--- src/rtl/inst_fetch_decode.sv ---
// inst_fetch_decode: PC/ROM fetch stage plus IR decode stage with branch and halt resolution.
module inst_fetch_decode #(
   parameter logic [7:0] RESET_PC = 8'd0
) (
   input  logic       clk_i,
   input  logic       rst_n_i,
   input  logic       start_i,
   input  logic [7:0] start_addr_i,
   input  logic       stall_i,
   output logic [7:0] rom_addr_o,
   input  logic [7:0] rom_data_i,
   input  logic       flag_i,
   input  logic [7:0] reg_val_i,
   output logic       inst_valid_o,
   output logic [7:0] pc_id_o,
   output logic [3:0] op_o,
   output logic [2:0] rd_o,
   output logic [2:0] rs_o,
   output logic [4:0] imm_o,
   output logic       halted_o
);
   typedef enum logic [1:0] {S_IDLE, S_RUN, S_HALTED} state_t;
   state_t     r_state, w_state_nx;
   logic [7:0] r_pc, r_ir, r_pc_id, w_pc_nx, w_ir_nx, w_pc_id_nx, w_target;
   logic       r_valid, w_valid_nx, w_taken;
   always_comb begin
      op_o  = 4'd15;
      rd_o  = 3'd0;
      rs_o  = 3'd0;
      imm_o = 5'd0;
      casez (r_ir)
         8'b00??????: begin op_o = 4'd0;  rd_o = r_ir[5:3]; rs_o = r_ir[2:0]; end
         8'b01??????: begin op_o = 4'd1;  rd_o = r_ir[5:3]; rs_o = r_ir[2:0]; end
         8'b10000000:       op_o = 4'd2;
         8'b10001000:       op_o = 4'd3;
         8'b10010???: begin op_o = 4'd4;  rd_o = r_ir[2:0]; rs_o = 3'd7; end
         8'b10011???: begin op_o = 4'd5;  rd_o = r_ir[2:0]; rs_o = 3'd7; end
         8'b10100???: begin op_o = 4'd6;  rd_o = r_ir[2:0]; rs_o = 3'd7; end
         8'b10101???: begin op_o = 4'd7;  rd_o = r_ir[2:0]; rs_o = 3'd7; end
         8'b10110???: begin op_o = 4'd8;  rs_o = r_ir[2:0]; end
         8'b110?????: begin op_o = 4'd9;  rd_o = 3'd7; rs_o = 3'd7; imm_o = r_ir[4:0]; end
         8'b11100???: begin op_o = 4'd10; rd_o = r_ir[2:0]; rs_o = 3'd7; end
         8'b11101???: begin op_o = 4'd11; rd_o = r_ir[2:0]; rs_o = 3'd7; end
         8'b11110???: begin op_o = 4'd12; rs_o = r_ir[2:0]; end
         8'b11111???: begin op_o = 4'd13; rd_o = r_ir[2:0]; rs_o = 3'd7; end
         default:           op_o = 4'd15;
      endcase
   end
   assign w_taken  = r_valid && flag_i && (op_o == 4'd12 || op_o == 4'd8);
   assign w_target = (op_o == 4'd12) ? r_pc_id + 8'd1 + reg_val_i : r_pc_id + 8'd1 - reg_val_i;
   always_comb begin
      w_state_nx = r_state;
      w_pc_nx    = r_pc;
      w_ir_nx    = r_ir;
      w_pc_id_nx = r_pc_id;
      w_valid_nx = r_valid;
      if (!stall_i) begin
         if (r_state != S_RUN) begin
            if (start_i) begin
               w_state_nx = S_RUN;
               w_pc_nx    = start_addr_i;
               w_valid_nx = 1'b0;
            end
         end else if (r_valid && op_o == 4'd3) begin
            w_state_nx = S_HALTED;
            w_valid_nx = 1'b0;
         end else if (w_taken) begin
            // the byte fetched alongside the branch is on the wrong path
            w_pc_nx    = w_target;
            w_valid_nx = 1'b0;
         end else begin
            w_ir_nx    = rom_data_i;
            w_pc_id_nx = r_pc;
            w_valid_nx = 1'b1;
            w_pc_nx    = r_pc + 8'd1;
         end
      end
   end
   always_ff @(posedge clk_i or negedge rst_n_i) begin
      if (!rst_n_i) begin
         r_state <= S_IDLE;
         r_pc    <= RESET_PC;
         r_ir    <= 8'd0;
         r_pc_id <= 8'd0;
         r_valid <= 1'b0;
      end else begin
         r_state <= w_state_nx;
         r_pc    <= w_pc_nx;
         r_ir    <= w_ir_nx;
         r_pc_id <= w_pc_id_nx;
         r_valid <= w_valid_nx;
      end
   end
   assign rom_addr_o   = r_pc;
   assign inst_valid_o = r_valid;
   assign pc_id_o      = r_pc_id;
   assign halted_o     = (r_state == S_HALTED);
endmodule

--- config.mk ---
export PLATFORM = sky130hd
export DESIGN_NAME = inst_fetch_decode
export DESIGN_NICKNAME = d
export VERILOG_FILES = /design/src/rtl/inst_fetch_decode.sv
export SDC_FILE = /design/constraint.sdc
export NUM_CORES = 1
export LEC_CHECK = 0
export ABC_CLOCK_PERIOD_IN_PS = 2750
export CORE_ASPECT_RATIO = 0.6
export CORE_MARGIN = 2
export CORE_UTILIZATION = 45
export DETAILED_ROUTE_END_ITERATION = 16
export PLACE_DENSITY = 0.78
export SLEW_MARGIN = 10
export SYNTH_ARGS = -nofsm -noshare
export SYNTH_HDL_FRONTEND = slang
export SYNTH_SLANG_ARGS = --single-unit
export TNS_END_PERCENT = 30
--- constraint.sdc ---
create_clock -name clk_i -period 2.75 [get_ports clk_i]
set_input_delay 0.4125 -clock clk_i [delete_from_list [all_inputs] [get_ports clk_i]]
set_output_delay 0.4125 -clock clk_i [all_outputs]
set_load 0.03 [all_outputs]
==> summary.md <==
| Metric | Value |
|---|---|
| Dominant synthesized flop cell | `dfrtp_1` |
| Post-Syn Area | `0.00224 mm^2` |
| Peak VDD IR | `0.000533 V` |
| Total clock sinks | `27` |
| Synth warn | `0` |
| Detail Route Antenna Nets | `0` |
| Startpoint class of the critical path | `flip-flop` |
| Ant. Diodes | `0` |
| Post-CTS Setup Inserts | `0` |
| CTS tree | `yes` |
| Clk root buf | `clkbuf_8` |
| Largest net degree at the start of global routing | `28` |
| Synth area leader | `dfrtp_1` |
| Drt wl/cell | `15.8 um` |
| CTS Buf Count | `3` |
| Initial Util | `0.478` |
| Top cell type's share of synthesized area | `0.302` |
| Total wire length | `6370 um` |
| Cells after synthesis | `265` |
| Utilization after layout | `0.662` |
| Detail Placement HPWL | `4880 um` |
| Met3 wire len | `412 um` |
| Initial DRC Count | `145` |
| Min-Delay Path Class | `in -> async` |
| Slew headroom | `0.661` |
| Most common cell after layout, fill and taps aside | `clkdlybuf4s50_1` |
| Top Metal Used | `met4` |
| Fraction of layout instances using a drive strength above 1 | `0.100` |
| H-tree level count | `1` |
| Initial antenna violation count | `0` |
| Met2 wire len | `2450 um` |
| Fin crit share | `0.991` |
| Worst path required time | `2.91 ns` |
| IO buf count | `61` |
| Most frequent cells in the layout | `clkdlybuf4s50_1 (59), nand2_1 (29), dfrtp_1 (27)` |
| Die Ht | `58.7 um` |
| Fin crit period | `2.73 ns` |
| Total leakage power | `0.00134 uW` |
| Core ar. | `0.00468 mm^2` |
| Seq/Total Area, Yosys | `0.302` |
| Seq cells post-synth | `27` |
| First-pass GRT wire length | `10300 um` |
| I/O Pins | `62` |
| Pwr dens | `894 mW/mm^2` |
| Number of distinct library cells after synthesis | `46` |
| Worst r2r src | `r_ir[3]$_DFFE_PN0P_` |
| WS Path Type | `reg -> reg` |
| Max Fclk | `367 MHz` |
| Routed vias | `2248` |
| Worst-margin pin slew | `0.508 ns` |
| Post-synth EDFFs | `0` |
| Setup-failing EPs final | `0` |
| RSZ-0062 raised after global routing | `yes` |
| Worst-skew pair later-pin latency | `0.28 ns` |
| Endpoint class of the critical path | `flip-flop` |
| Grt total ovfl | `0` |
| Syn avg cell area | `8.46 um^2` |
| # nets final | `380` |
| Total Routing Usage GR | `0.239` |
| Cell Rows | `19` |
| Max cap viols | `0` |
| Pre-antenna DRT Iters | `4` |
| Dpl ws | `-0.246 ns` |
| CP arrival | `2.89 ns` |
| Die X | `95.1 um` |
| Clk_skew | `0.00220 ns` |
| Slew Limit Fails | `0` |
| Crit path from | `r_ir[3]$_DFFE_PN0P_` |
| Hold buffers post-CTS | `0` |
| Top area cells in the synthesized netlist | `dfrtp_1 (30%), mux2_1 (6.5%), ha_1 (5.6%)` |
| Crit Path Max Fanout | `4` |
| Fin. Hold Viols | `0` |
| Syn-to-layout area delta | `38.4%` |
| Outcome | `finished clean` |
| Clk slew on worst S/H paths | `0.10 ns` |
| CTS Buffer Depth | `2` |
| Vias in the first global route | `2064` |
| Vias per cell | `5.59` |
| Async set-reset flop share out of synthesis | `1.00` |
| Mapped Nets | `305` |
| Final worst slack | `0.0234 ns` |
| Post-route DRC | `0` |
| M1 wire length | `3500 um` |
| Die area | `0.00558 mm^2` |
| GP Congestion | `0.925` |
synthesized netlist by cell type, types with 2 or more instances:
library cell	count
a21boi_0	2
dfrtp_1	27
o21ai_0	18
inv_1	12
mux2_1	13
nor2b_1	7
buf_4	2
a22o_1	3
nand2_1	29
o211ai_1	6
a21o_1	5
and2_1	5
nor3_1	3
nor4bb_1	2
o31ai_1	2
ha_1	10
a211oi_1	3
buf_2	4
nand3_1	10
a31oi_1	6
nand2b_1	5
nor2_1	15
and3_1	8
clkbuf_1	8
xnor2_1	14
xor2_1	9
o21ai_1	4
a21oi_1	15
cell type report:
cell class | count | area (um^2)
Clock buffer | 4 | 45.0
Fill cell | 410 | 1580
Inverter | 12 | 45.0
Multi-Input combinational cell | 212 | 1470
Sequential cell | 27 | 676
Tap cell | 63 | 78.8
Timing Repair Buffer | 84 | 788
registers in the layout (all words and copies together) (netlist names):
signal	count
r_ir	8
rom_addr_o	8
inst_valid_o	1
pc_id_o	8
r_state	2
timing repair:
action                                  in CTS  in global routing
hold endpoints to repair                     0                  0
endpoints found under the setup margin       0                  6
gates resized for setup                      0                  5
critical path, stage by stage, from the launching register on:
cell      delay (ns)
dfrtp_1         0.40
and4b_4         0.35
and2_1          0.21
nor2_1          0.08
xor2_1          0.16
ha_1            0.32
buf_4           0.14
o211ai_1        0.16
a21oi_1         0.07
a211oi_1        0.32
xnor2_1         0.15
a21oi_1         0.16
o22ai_1         0.09
cells by family after synthesis:
kind of cell             Yosys count  synth area share
AND/OR/NAND/NOR                   93             0.228
AO/OA/AOI/OAI                     71             0.197
flip-flops                        27             0.302
adder cells (fa/ha/maj)           11            0.0648
multiplexers                      14            0.0698
XOR/XNOR                          23            0.0899
buffers and inverters             26            0.0491
metrics by stage:
stage / std cells / total power (uW) / cell area (um^2) / setup TNS (ns) / hold slack (ns)
after global routing: 402 / 2950 / 3100 / -0.156 / 0.547
final: 402 / 2770 / 3100 / 0 / 0.506
after global placement: 398 / 2450 / 3040 / -0.658 / 0.517
after CTS: 402 / 2720 / 3080 / 0 / 0.517
after detailed placement: 398 / 2470 / 3040 / -0.832 / 0.522
after floorplan: 265 / 1760 / 2240 / 0 / 0.117
per-layer routing:
metal / vias to the layer above / GRT usage
met3: 2 / 0.0371
met4: 0 / 0.0166
met5: - / 0
met1: 1066 / 0.419
met2: 91 / 0.310
li1: 1089 / -
path summary, 6_finish.rpt:
check / to / slack, ns / cells past startpoint
min: rom_addr_o[3]$_DFFE_PN0P_ / 0.51 / 2
max reg2reg: rom_addr_o[6]$_DFFE_PN0P_ / 0.02 / 12
max in group asynchronous: pc_id_o[7]$_DFFE_PN0P_ / 1.97 / 2
min reg2reg: pc_id_o[7]$_DFFE_PN0P_ / 0.55 / 1
min in group clk_i: pc_id_o[7]$_DFFE_PN0P_ / 0.55 / 1
max: rom_addr_o[6]$_DFFE_PN0P_ / 0.02 / 12
power breakdown:
| group | internal, uW | total, uW | switching (uW) |
|---|---|---|---|
| registers | 514 | 704 | 190 |
| logic | 865 | 1830 | 965 |
| clock network | 104 | 238 | 134 |
| total | 1480 | 2770 | 1290 |
Power figures use the tool's default switching activity.
